**src/rtl/i2c_reg_slave.sv**
```systemverilog
// rtl/i2c_reg_slave.sv - register-bus responder with TX/RX byte FIFOs for the I2C core
// Optional interrupt logic is enabled by defining I2C_REG_IRQ_EN.
module i2c_reg_slave #(
    parameter int              WAIT_STATES  = 1,
    parameter int              FIFO_DEPTH   = 4,
    parameter logic [15:0]     PRESCALE_RST = 16'h00F9
) (
    input  logic        clk,
    input  logic        rst,
    input  logic        reg_wr,
    input  logic        reg_rd,
    input  logic [3:0]  reg_addr,
    input  logic [7:0]  reg_wdata,
    output logic [7:0]  reg_rdata,
    output logic        reg_ready,
    output logic        core_en,
    output logic        core_start,
    output logic        core_stop,
    output logic        core_rw,
    output logic        core_ack_en,
    output logic [15:0] prescale,
    output logic [7:0]  tx_data,
    output logic        tx_valid,
    input  logic        tx_pop,
    input  logic        rx_push,
    input  logic [7:0]  rx_data,
    input  logic        core_busy,
    input  logic        core_nack,
    input  logic        core_arb_lost,
    output logic        irq
);

    localparam int         AW       = $clog2(FIFO_DEPTH);
    localparam logic [AW:0] FULL_CNT = (AW+1)'(FIFO_DEPTH);
    localparam logic [AW:0] ONE_CNT  = (AW+1)'(1);
    localparam logic [2:0] WS_LAST  = 3'((WAIT_STATES > 0) ? (WAIT_STATES - 1) : 0);
    localparam bit         NO_WAIT  = (WAIT_STATES == 0);

    typedef enum logic [1:0] {S_IDLE, S_WAIT, S_RESP} state_t;

    state_t      r_state;
    logic [2:0]  r_wait_cnt;
    logic [3:0]  r_addr;
    logic [7:0]  r_wdata;
    logic        r_is_wr;
    logic        r_is_rd;

    logic        r_ctrl_en;
    logic        r_ctrl_rw;
    logic        r_ctrl_ack;
    logic [15:0] r_prescale;
    logic        r_nack;
    logic        r_arb_lost;
    logic        r_tx_ovf;
    logic        r_rx_ovf;

    logic [7:0]  r_tx_mem [FIFO_DEPTH];
    logic [AW-1:0] r_tx_wp;
    logic [AW-1:0] r_tx_rp;
    logic [AW:0]   r_tx_cnt;
    logic [7:0]  r_rx_mem [FIFO_DEPTH];
    logic [AW-1:0] r_rx_wp;
    logic [AW-1:0] r_rx_rp;
    logic [AW:0]   r_rx_cnt;

    logic        w_req;
    logic        w_fire;
    logic [3:0]  w_addr;
    logic [7:0]  w_wdata;
    logic        w_is_wr;
    logic        w_is_rd;
    logic        w_wr;
    logic        w_rd;
    logic        w_status_wr;
    logic        w_tx_full;
    logic        w_tx_empty;
    logic        w_tx_push;
    logic        w_tx_push_ok;
    logic        w_tx_pop_ok;
    logic        w_rx_full;
    logic        w_rx_empty;
    logic        w_rx_push_ok;
    logic        w_rx_pop_ok;
    logic [7:0]  w_status;
    logic [7:0]  w_rdata_mux;

    assign w_req   = reg_wr | reg_rd;
    // With no wait states the access completes straight out of IDLE, so use the live bus inputs there.
    assign w_fire  = (r_state == S_IDLE && w_req && NO_WAIT) ||
                     (r_state == S_WAIT && r_wait_cnt == WS_LAST);
    assign w_addr  = (r_state == S_IDLE) ? reg_addr  : r_addr;
    assign w_wdata = (r_state == S_IDLE) ? reg_wdata : r_wdata;
    assign w_is_wr = (r_state == S_IDLE) ? reg_wr : r_is_wr;
    assign w_is_rd = (r_state == S_IDLE) ? (reg_rd & ~reg_wr) : r_is_rd;
    assign w_wr    = w_fire & w_is_wr;
    assign w_rd    = w_fire & w_is_rd;
    assign w_status_wr = w_wr && (w_addr == 4'h1);

    assign w_tx_full    = (r_tx_cnt == FULL_CNT);
    assign w_tx_empty   = (r_tx_cnt == '0);
    assign w_tx_push    = w_wr && (w_addr == 4'h4);
    assign w_tx_pop_ok  = tx_pop && !w_tx_empty;
    assign w_tx_push_ok = w_tx_push && (!w_tx_full || w_tx_pop_ok);

    assign w_rx_full    = (r_rx_cnt == FULL_CNT);
    assign w_rx_empty   = (r_rx_cnt == '0);
    assign w_rx_pop_ok  = w_rd && (w_addr == 4'h5) && !w_rx_empty;
    assign w_rx_push_ok = rx_push && (!w_rx_full || w_rx_pop_ok);

    assign w_status = {r_rx_ovf, r_tx_ovf, r_arb_lost, r_nack,
                       ~w_rx_empty, w_tx_empty, w_tx_full, core_busy};

    assign core_en     = r_ctrl_en;
    assign core_rw     = r_ctrl_rw;
    assign core_ack_en = r_ctrl_ack;
    assign prescale    = r_prescale;
    assign tx_data     = r_tx_mem[r_tx_rp];
    assign tx_valid    = !w_tx_empty;

`ifdef I2C_REG_IRQ_EN
    logic [3:0] r_irq_en;
    logic [3:0] w_irq_stat;
    logic       r_irq;

    assign w_irq_stat = {r_arb_lost, r_nack, w_tx_empty, ~w_rx_empty};
    assign irq        = r_irq;

    // Interrupt enables and the registered interrupt output.
    always_ff @(posedge clk or posedge rst) begin
        if (rst) begin
            r_irq_en <= '0;
            r_irq    <= 1'b0;
        end else begin
            if (w_wr && w_addr == 4'h6)
                r_irq_en <= w_wdata[3:0];
            r_irq <= |(r_irq_en & w_irq_stat);
        end
    end
`else
    assign irq = 1'b0;
`endif

    // Read-data selection for the access being completed.
    always_comb begin
        w_rdata_mux = 8'h00;
        case (w_addr)
            4'h0: w_rdata_mux = {3'b000, r_ctrl_ack, r_ctrl_rw, 2'b00, r_ctrl_en};
            4'h1: w_rdata_mux = w_status;
            4'h2: w_rdata_mux = r_prescale[7:0];
            4'h3: w_rdata_mux = r_prescale[15:8];
            4'h5: w_rdata_mux = w_rx_empty ? 8'h00 : r_rx_mem[r_rx_rp];
`ifdef I2C_REG_IRQ_EN
            4'h6: w_rdata_mux = {4'h0, r_irq_en};
            4'h7: w_rdata_mux = {4'h0, w_irq_stat};
`endif
            default: w_rdata_mux = 8'h00;
        endcase
    end

    // Access FSM with registered handshake, read data and start/stop pulses.
    always_ff @(posedge clk or posedge rst) begin
        if (rst) begin
            r_state    <= S_IDLE;
            r_wait_cnt <= '0;
            r_addr     <= '0;
            r_wdata    <= '0;
            r_is_wr    <= 1'b0;
            r_is_rd    <= 1'b0;
            reg_ready  <= 1'b0;
            reg_rdata  <= 8'h00;
            core_start <= 1'b0;
            core_stop  <= 1'b0;
        end else begin
            reg_ready  <= 1'b0;
            core_start <= 1'b0;
            core_stop  <= 1'b0;
            if (w_fire) begin
                reg_ready <= 1'b1;
                if (w_rd)
                    reg_rdata <= w_rdata_mux;
                if (w_wr && w_addr == 4'h0) begin
                    core_start <= w_wdata[1];
                    core_stop  <= w_wdata[2];
                end
            end
            case (r_state)
                S_IDLE: begin
                    if (w_req) begin
                        r_addr     <= reg_addr;
                        r_wdata    <= reg_wdata;
                        r_is_wr    <= reg_wr;
                        r_is_rd    <= reg_rd & ~reg_wr;
                        r_wait_cnt <= '0;
                        r_state    <= NO_WAIT ? S_RESP : S_WAIT;
                    end
                end
                S_WAIT: begin
                    if (r_wait_cnt == WS_LAST)
                        r_state <= S_RESP;
                    else
                        r_wait_cnt <= r_wait_cnt + 3'd1;
                end
                S_RESP:  r_state <= S_IDLE;
                default: r_state <= S_IDLE;
            endcase
        end
    end

    // Control, prescale and sticky status flags; a new event beats a same-cycle clear.
    always_ff @(posedge clk or posedge rst) begin
        if (rst) begin
            r_ctrl_en  <= 1'b0;
            r_ctrl_rw  <= 1'b0;
            r_ctrl_ack <= 1'b0;
            r_prescale <= PRESCALE_RST;
            r_nack     <= 1'b0;
            r_arb_lost <= 1'b0;
            r_tx_ovf   <= 1'b0;
            r_rx_ovf   <= 1'b0;
        end else begin
            if (w_wr && w_addr == 4'h0) begin
                r_ctrl_en  <= w_wdata[0];
                r_ctrl_rw  <= w_wdata[3];
                r_ctrl_ack <= w_wdata[4];
            end
            if (w_wr && w_addr == 4'h2)
                r_prescale[7:0] <= w_wdata;
            if (w_wr && w_addr == 4'h3)
                r_prescale[15:8] <= w_wdata;
            r_nack     <= core_nack | (r_nack & ~(w_status_wr & w_wdata[4]));
            r_arb_lost <= core_arb_lost | (r_arb_lost & ~(w_status_wr & w_wdata[5]));
            r_tx_ovf   <= (w_tx_push & ~w_tx_push_ok) | (r_tx_ovf & ~(w_status_wr & w_wdata[6]));
            r_rx_ovf   <= (rx_push & ~w_rx_push_ok) | (r_rx_ovf & ~(w_status_wr & w_wdata[7]));
        end
    end

    // FIFO pointers and occupancy counters.
    always_ff @(posedge clk or posedge rst) begin
        if (rst) begin
            r_tx_wp  <= '0;
            r_tx_rp  <= '0;
            r_tx_cnt <= '0;
            r_rx_wp  <= '0;
            r_rx_rp  <= '0;
            r_rx_cnt <= '0;
        end else begin
            if (w_tx_push_ok) r_tx_wp <= r_tx_wp + 1'b1;
            if (w_tx_pop_ok)  r_tx_rp <= r_tx_rp + 1'b1;
            if (w_tx_push_ok && !w_tx_pop_ok)      r_tx_cnt <= r_tx_cnt + ONE_CNT;
            else if (!w_tx_push_ok && w_tx_pop_ok) r_tx_cnt <= r_tx_cnt - ONE_CNT;
            if (w_rx_push_ok) r_rx_wp <= r_rx_wp + 1'b1;
            if (w_rx_pop_ok)  r_rx_rp <= r_rx_rp + 1'b1;
            if (w_rx_push_ok && !w_rx_pop_ok)      r_rx_cnt <= r_rx_cnt + ONE_CNT;
            else if (!w_rx_push_ok && w_rx_pop_ok) r_rx_cnt <= r_rx_cnt - ONE_CNT;
        end
    end

    // FIFO storage; contents need no reset since occupancy gates every use.
    always_ff @(posedge clk) begin
        if (w_tx_push_ok) r_tx_mem[r_tx_wp] <= w_wdata;
        if (w_rx_push_ok) r_rx_mem[r_rx_wp] <= rx_data;
    end

endmodule

```
**config.mk**
```make
export PLATFORM = sky130hd
export DESIGN_NAME = i2c_reg_slave
export DESIGN_NICKNAME = d
export VERILOG_FILES = /design/src/rtl/i2c_reg_slave.sv
export SDC_FILE = /design/constraint.sdc
export NUM_CORES = 1
export LEC_CHECK = 0
export BUFFER_PORTS_ARGS = -buffer_cell sky130_fd_sc_hd__buf_2
export CAP_MARGIN = 0
export CORE_MARGIN = 10
export CORE_UTILIZATION = 30
export CTS_CLUSTER_SIZE = 28
export DETAILED_ROUTE_END_ITERATION = 8
export PLACE_DENSITY = 0.52
export SLEW_MARGIN = 5
export SYNTH_ARGS = -nofsm -noshare
export SYNTH_HDL_FRONTEND = slang
export SYNTH_SLANG_ARGS = --single-unit
```
**constraint.sdc**
```tcl
create_clock -name clk -period 3 [get_ports clk]
set_input_delay 0.6 -clock clk [delete_from_list [all_inputs] [get_ports clk]]
set_output_delay 0.6 -clock clk [all_outputs]
set_load 0.02 [all_outputs]
```
==> run metrics, run 1 <==
synthesized instance count 389; PortBufs 67; Yosys cell types 55; Setup TNS Final 0 ns; Worst Setup Start Kind flop; I/O pin total between 60 and 70; DR iter-0 viols roughly 210; Hold WC Path Type primary input to async pin; EDFF count, synth 64; number of inserted diodes 0; Setup violations, final 0; CTS resizes 0; via count about 3,400; Die Width 158 um; Sw Ratio a little over a third; r2r setup slk around 0.36 ns; # hold bufs at CTS 0; Slew @ Worst Pin approximately 0.93 ns; first-pass GRT wire length ~21,000 um; layout cell share with drive strength beyond 1 34.2%; share of flip-flops with an asynchronous set or reset between 50% and 60%; antenna violations before repair 0; final hold violation count 0; synth warn 0; average cell area after synthesis about 15 um2; P_leak approximately 2.8 nW; Post-CTS Setup Bufs 0; clock buffer depth 2; arrival time worst endpoint 2.99 ns; Clk pin slew, worst setup/hold paths approximately 0.060 ns; Vias/cell 4.79; Nets 513; CTS sink count between 100 and 150; Routability Congestion about 0.76; combinational power share around 33%; routed wire length about 14,000 um; Slew Viols, Final 0; Flop pwr share a little under two fifths; unrepaired setup endpoints after global routing false; # DRC 0; root buffer cell clkbuf_16; DRT antenna net count 0; Final Critical Period between 2 and 3 ns; pwr dens about 1100 nW/um2; Core Region about 19,000 um2; H-tree levels 4; total die area 25,000 um2; Clock power frac 28.7%; CTS Buf Count 17; Initial DRT Pass Iterations 5; vias in the first global route ~3,600; CP Capture Type flop; # rows 50; aggregate global routing overflow 0; Clock Latency Late Sink 0.42 ns; most frequent cells in the layout buf_2 (67), edfxtp_1 (64), dfrtp_1 (61); kind of critical path flop to flop; Setup crit end r_rx_cnt[2]; crit path max fanout 10; Critical R2R Capture r_rx_cnt[2]; GRT Total Usage between 10% and 20%; Mapped Area roughly 5700 um2; Mapped Nets 432; outcome finished, final reports clean; largest net degree at the start of global routing between 60 and 70; CP required 3.35 ns; Post-DP HPWL 9860 um; Starting Density 30.6%; Area Overhead vs Synth 22.0%; Tcrit/Tclk final around nine tenths; CTS tree done; routed length per placed instance about 19 um; Worst Reg-to-Reg Cells 12; P_int 4.92 mW; Max Cap Viol 0; f_max approximately 380 MHz; switching power 2.73 mW; Worst Slack Setup Final roughly 0.36 ns; skew final 0.00894 ns; worst r2r src r_wait_cnt[0]; pre-CTS setup slack 0.158 ns; die height about 160 um; Slew headroom ~37%; register area share after synthesis 63.0%; Top FF cell, synth edfxtp_1; peak supply drop around 0.00045 V; Crit. Startpoint r_wait_cnt[0]; most common cell after layout, fill and taps aside buf_2; FF+latch count, synth 131
-- cell families (layout without fill, tap and decap cells) --
family | count (synthesis) | count (layout) | share of synthesized area (%)
compound gates | 62 | 62 | 7.35
simple gates | 75 | 75 | 7.55
xor+xnor | 12 | 12 | 1.84
mux | 56 | 56 | 13.8
buf+inv | 38 | 132 | 3.04
other cells | 1 | 1 | 0.0656
fa+ha+maj | 14 | 14 | 3.33
flops | 131 | 131 | 63.0
-- layout make-up --
type,instances,area (um2)
clock buffer,19,453
clock inverter,13,173
tap,234,293
sequential,131,3610
inverter,22,82.6
timing repair buffer,78,430
multi-input combinational,220,1940
fill,1789,11700
-- stage by stage --
step | hold slack, ns | utilization, % | cell area (um2) | cells | power, mW
CTS | 0.254 | 37.3 | 6980 | 717 | 7.76
global route | 0.276 | 37.3 | 6980 | 717 | 8.10
global placement | 0.482 | 34.0 | 6350 | 685 | 5.46
detailed placement | 0.478 | 34.0 | 6350 | 685 | 5.54
floorplan | 0.450 | - | 5720 | 389 | 4.64
finish | 0.241 | 37.3 | 6980 | 717 | 7.65
-- cells in the mapped netlist (all sizes together), types with 2 or more instances --
cell type	n	area share, %
nor3	3	0.26
or3	2	0.22
nand2	12	0.83
or4b	2	0.42
a2bb2oi	5	0.77
a32oi	2	0.31
and2	15	1.6
a22o	3	0.46
o21a	3	0.39
fa	2	0.70
xor2	4	0.61
o31a	2	0.46
xnor2	8	1.2
nor3b	2	0.26
buf	12	1.3
a31oi	5	0.55
nand3	6	0.53
dfstp	6	2.8
mux4	16	6.3
o21ai	12	1.0
o221ai	2	0.31
nor2	22	1.5
dfrtp	61	27
mux2	22	4.3
ha	12	2.6
edfxtp	64	34
nand2b	3	0.33
and4bb	3	0.66
clkbuf	4	0.26
o31ai	2	0.26
a21oi	21	2.0
inv	22	1.4
mux2i	18	3.2
-- metal layers --
metal  up-vias  track usage [%]  routed length [um]
li1       1602                -                   -
met1      1737             14.3                6030
met2        81             17.6                6430
met3        15             3.69                 896
met4         0             4.76                 193
met5         -                0                   0
-- flip-flops by register name, indices dropped and copies added, names as in the netlist, 4 cells and up --
register / count
prescale: 16
r_addr: 4
r_rx_mem: 32
r_tx_mem: 32
r_wdata: 8
reg_rdata: 8
-- critical path, cell delays in order (launching register included) --
cell and delay, ns:
dfrtp_1 0.40, inv_1 0.06, ha_1 0.19, and4bb_2 0.33, nand2_2 0.16, o21ai_1 0.22, o31a_1 0.18, ha_1 0.19
inv_1 0.06, fa_1 0.37, xor2_1 0.15, nor2_1 0.11, xor2_1 0.15
-- worst min-delay path by stage --
stage                 from             to
5_1_grt                rst      r_addr[1]
3_3_place_gp    r_arb_lost     r_arb_lost
2_1_floorplan     r_rx_ovf       r_rx_ovf
4_1_cts                rst      r_addr[1]
6_report               rst  r_wait_cnt[2]
3_5_place_dp   r_rx_cnt[2]    r_rx_cnt[2]
-- power groups by stage --
stage          sequential (mW)  clock, mW  combinational (mW)
2_1_floorplan             2.94          0                1.70
3_3_place_gp              2.96          0                2.50
3_5_place_dp              2.97          0                2.57
4_1_cts                   2.94       2.24                2.57
5_1_grt                   3.00       2.31                2.78
6_report                  2.93       2.20                2.52
Note: power is estimated with default switching activity, not from simulation.
==> run 2, diff against run 1 <==
Settings changed: REMOVE_ABC_BUFFERS from default to 1.
==> run metrics, run 2 (synthesized netlist as in run 1, its figures left out) <==
outcome finished, final reports clean; clock buffer depth 2; layout cell share with drive strength beyond 1 between 30% and 40%; Clk pin slew, worst setup/hold paths 0.06 ns; GRT Total Usage 11.3%; die height about 160 um; combinational power share 34.2%; vias in the first global route 3,791; Post-CTS Setup Bufs 0; CTS resizes 0; Starting Density between 30% and 40%; Sw Ratio between 30% and 40%; Die Width ~160 um; CP required roughly 3.3 ns; Flop pwr share ~40%; P_leak between 2 and 3 nW; Worst Setup Start Kind flop; Tcrit/Tclk final between 80% and 90%; DR iter-0 viols 186; Initial DRT Pass Iterations 4; met2 wire len ~6400 um; arrival time worst endpoint 2.97 ns; Top Metal Used met4; via count 3,432; most frequent cells in the layout buf_2 (67), edfxtp_1 (64), dfrtp_1 (61); PortBufs 67; DRT antenna net count 0; Area Overhead vs Synth 20.7%; routed length per placed instance about 19 um; H-tree levels 4; r2r setup slk 0.37 ns; CTS Buf Count 17; total die area between 20,000 and 25,000 um2; CP max stage delay roughly 0.4 ns; Slew @ Worst Pin ~0.96 ns; number of inserted diodes 0; Routability Congestion 0.818; # hold bufs at CTS 0; most common cell after layout, fill and taps aside buf_2; crit path max fanout 10; aggregate global routing overflow 0; CTS sink count around 130; Clock Latency Late Sink 0.42 ns; Hold WC Path Type primary input to async pin; f_max ~380 MHz; unrepaired setup endpoints after global routing false; skew final ~0.0061 ns; Vias/cell 4.77; Nets between 500 and 600; Setup TNS Final 0 ns; I/O pin total 69; root buffer cell clkbuf_16; Design Power around 7.3 mW; largest net degree at the start of global routing 37; routed wire length approximately 14,000 um; fillers about 1,800; # rows 50; switching power approximately 2.7 mW; kind of critical path flop to flop; worst path cell trace inv_1 -> ha_1 -> and4bb_2 -> nand2_2 -> o21ai_1 -> o31a_1 -> ha_1 -> inv_1 -> fa_1 -> xor2_1 -> nor2_1 -> xor2_1; antenna violations before repair 0; pwr dens ~1100 nW/um2; Final Critical Period ~2.6 ns; first-pass GRT wire length between 20,000 and 25,000 um; critical path's slowest cell dfrtp_1; Worst Reg-to-Reg Cells 12; Clock power frac 25.5%; peak supply drop between 0.0005 and 0.0006 V; metal3 WL approximately 700 um; CP Capture Type flop; worst r2r src r_wait_cnt[0]; Core Region approximately 19,000 um2; P_int 4.62 mW; # DRC 0; Setup violations, final 0; WL met1 about 6200 um; Slew headroom about a third; final hold violation count 0; Slew Viols, Final 0; Critical R2R Capture r_rx_cnt[2]; Post-DP HPWL roughly 10,000 um; CTS tree done; Max Cap Viol 0
-- run 2: changes by cell type in the layout (fill, tap and decap cells not counted), sizes merged --
cell,previous run,this run
buf,78,80
bufinv,3,0
clkbuf,19,18
clkinv,2,7
clkinvlp,3,4
inv,27,25
-- run 2: routing by layer --
metal / vias up / GRT usage (%)
met1: 1741 / 13.7
li1: 1606 / -
met3: 13 / 3.96
met2: 72 / 18.5
met5: - / 0
met4: 0 / 3.88
-- run 2: power by group through the flow --
stage / clock network (mW) / logic (mW) / registers, mW
floorplan: 0 / 1.56 / 3.02
global placement: 0 / 2.49 / 2.97
detailed placement: 0 / 2.55 / 2.98
CTS: 1.92 / 2.55 / 2.96
global route: 1.99 / 2.75 / 3.02
finish: 1.87 / 2.50 / 2.95
-- run 2: worst max path at each step --
stage | start | endpoint | slack, ns
3_5_place_dp | reg_addr[3] | r_tx_cnt[2] | 0.17
4_1_cts | r_wait_cnt[0] | r_rx_cnt[2] | 0.36
6_report | r_wait_cnt[0] | r_rx_cnt[2] | 0.37
5_1_grt | r_wait_cnt[0] | r_rx_cnt[2] | 0.13
2_1_floorplan | r_state[1] | core_ack_en | 0.09
3_3_place_gp | reg_addr[3] | r_tx_cnt[2] | 0.22
-- run 2: critical path, delay by kind of cell, from the launching register on --
family	cells	cell delay (ns)
fa+ha+maj	3	0.74
buf+inv	2	0.12
simple gates	3	0.60
compound gates	2	0.39
flops	1	0.40
xor+xnor	2	0.30
-- run 2: final cells by class --
type,count,area [um2],area share [%]
clock inverter,14,109,1.58
multi-input combinational,220,1940,28.1
tap,234,293,4.24
clock buffer,18,429,6.22
inverter,22,82.6,1.20
sequential,131,3610,52.2
timing repair buffer,80,445,6.45
-- run 2: metrics by stage --
stage	utilization [%]	area (um2)	hold slack [ns]	worst slack [ns]	cells
final	36.9	6900	0.304	0.372	719
after global placement	34.0	6370	0.480	0.215	687
after floorplan	-	5630	0.450	0.0876	373
after detailed placement	34.0	6370	0.472	0.169	687
after CTS	36.9	6900	0.317	0.357	719
after global routing	36.9	6900	0.343	0.134	719
==> run 3, diff against run 2 <==
Settings changed: CTS_BUF_LIST from default to sky130_fd_sc_hd__clkbuf_8, SKIP_CTS_REPAIR_TIMING from default to 1.
==> run metrics, run 3 (synthesized netlist as in run 1, its figures left out) <==
CTS tree done; instance count on the critical path 12; fillers about 1,800; PortBufs 67; crit path max fanout 10; placed inst area 6370 um2; Core Region between 15,000 and 20,000 um2; outcome finished, final reports clean; vias in the first global route roughly 3,800; root buffer cell clkbuf_8; DR iter-0 viols about 180; first-pass GRT wire length around 21,000 um; Initial DRT Pass Iterations 4; f_max between 300 and 400 MHz; Tcrit/Tclk final ~90%; critical path's slowest cell dfrtp_1; H-tree levels 4; Multi-input gate area slightly below 2000 um2; via count around 3,400; I/O pin total 69; Critical R2R Capture r_rx_cnt[2]; Worst Slack Setup Final around 0.37 ns; die height ~160 um; worst r2r src r_wait_cnt[0]; skew final about 0.011 ns; most frequent cells in the layout buf_2 (67), edfxtp_1 (64), dfrtp_1 (61); CP Capture Type flop; CTS Buf Count 17; CP max stage delay around 0.40 ns; Die Width approximately 160 um; Post-DP HPWL approximately 10,000 um; clock buffer depth 2; # DRC 0; Worst Reg-to-Reg Cells 12; Vias/cell 4.78; pwr dens roughly 1000 nW/um2; Starting Density a little under a third; routed wire length between 10,000 and 15,000 um; final hold violation count 0; total die area 25,000 um2; number of inserted diodes 0; cell family with most CP delay adder cells; Worst Setup Start Kind flop; kind of critical path flop to flop; Setup TNS Final 0 ns; Area Overhead vs Synth 17.4%; largest net degree at the start of global routing 37; Slew @ Worst Pin about 0.96 ns; Clock Latency Late Sink around 0.44 ns; layout cell share with drive strength beyond 1 34.2%; Clk pin slew, worst setup/hold paths ~0.080 ns; Slew Viols, Final 0; P_leak between 2 and 3 nW; CTS sink count about 130; most common cell after layout, fill and taps aside buf_2; aggregate global routing overflow 0; Hold WC Path Type primary input to async pin; Setup violations, final 0; antenna violations before repair 0; cell area after layout about 6700 um2; GRT Total Usage 11.3%; pre-CTS setup slack between 0.15 and 0.2 ns; Max Cap Viol 0; Setup crit end r_rx_cnt[2]; worst path cell trace inv_1 -> ha_1 -> and4bb_2 -> nand2_2 -> o21ai_1 -> o31a_1 -> ha_1 -> inv_1 -> fa_1 -> xor2_1 -> nor2_1 -> xor2_1; routed length per placed instance about 19 um; r2r setup slk roughly 0.37 ns; Crit. Startpoint r_wait_cnt[0]; Slew headroom a little over a third; arrival time worst endpoint 2.99 ns; Worst Path Buf+Inv 2; unrepaired setup endpoints after global routing false; sequential cell area 3610 um2; peak supply drop 0.000424 V; # rows 50; Routability Congestion roughly 0.82; CP required 3.37 ns; Final Critical Period 2.63 ns; DRT antenna net count 0; Nets slightly above 500
[run 3: changes by cell type in the layout (fill, tap and decap cells not counted)]
cell,before,now
inv_1,21,22
clkbuf_1,1,0
clkbuf_16,17,0
clkbuf_8,0,17
[run 3: final cells by class]
type                       instances  share of cell area [%]
sequential                       131                    53.7
multi-input combinational        220                    28.9
timing repair buffer              80                    6.64
tap                              234                    4.36
clock buffer                      17                    3.49
clock inverter                    15                    1.68
inverter                          22                    1.23
[run 3: layer usage]
layer | vias to the layer above | global-route usage, % | share of wire [%]
met3 | 21 | 3.55 | 5.0
met1 | 1736 | 13.6 | 46
met4 | 0 | 4.41 | 1.6
li1 | 1605 | - | -
met5 | - | 0 | 0
met2 | 75 | 18.4 | 47
[run 3: worst min path at each step]
stage / startpoint / to / slack, ns
floorplan: r_rx_ovf / r_rx_ovf / 0.45
finish: rst / r_state[0] / 0.28
global placement: r_rx_cnt[2] / r_rx_cnt[2] / 0.48
CTS: rst / r_state[0] / 0.27
global route: rst / r_state[0] / 0.30
detailed placement: r_rx_cnt[2] / r_rx_cnt[2] / 0.47
[run 3: power breakdown]
| part | switching (mW) | total (mW) | internal (mW) |
|---|---|---|---|
| Sequential | 0.468 | 2.94 | 2.47 |
| Clock | 0.739 | 1.32 | 0.576 |
| Combinational | 1.42 | 2.50 | 1.08 |
| Total | 2.63 | 6.75 | 4.13 |
[run 3: metrics by stage]
step                instances  hold slack [ns]  util, %  total power [mW]
floorplan                 373            0.450        -              4.58
global placement          687            0.480     34.0              5.45
detailed placement        687            0.472     34.0              5.53
CTS                       719            0.271     35.9              6.86
global route              719            0.300     35.9              7.20
finish                    719            0.280     35.9              6.75
[run 3: worst reg2reg max path: cells and delay by family (launching register included)]
kind / cells / cell delay [ns]
AOI/OAI and AO/OA: 2 / 0.39
adders and majority gates: 3 / 0.74
buffers and inverters: 2 / 0.12
DFF: 1 / 0.40
xor gates and xnor gates: 2 / 0.29
and+or+nand+nor: 3 / 0.61
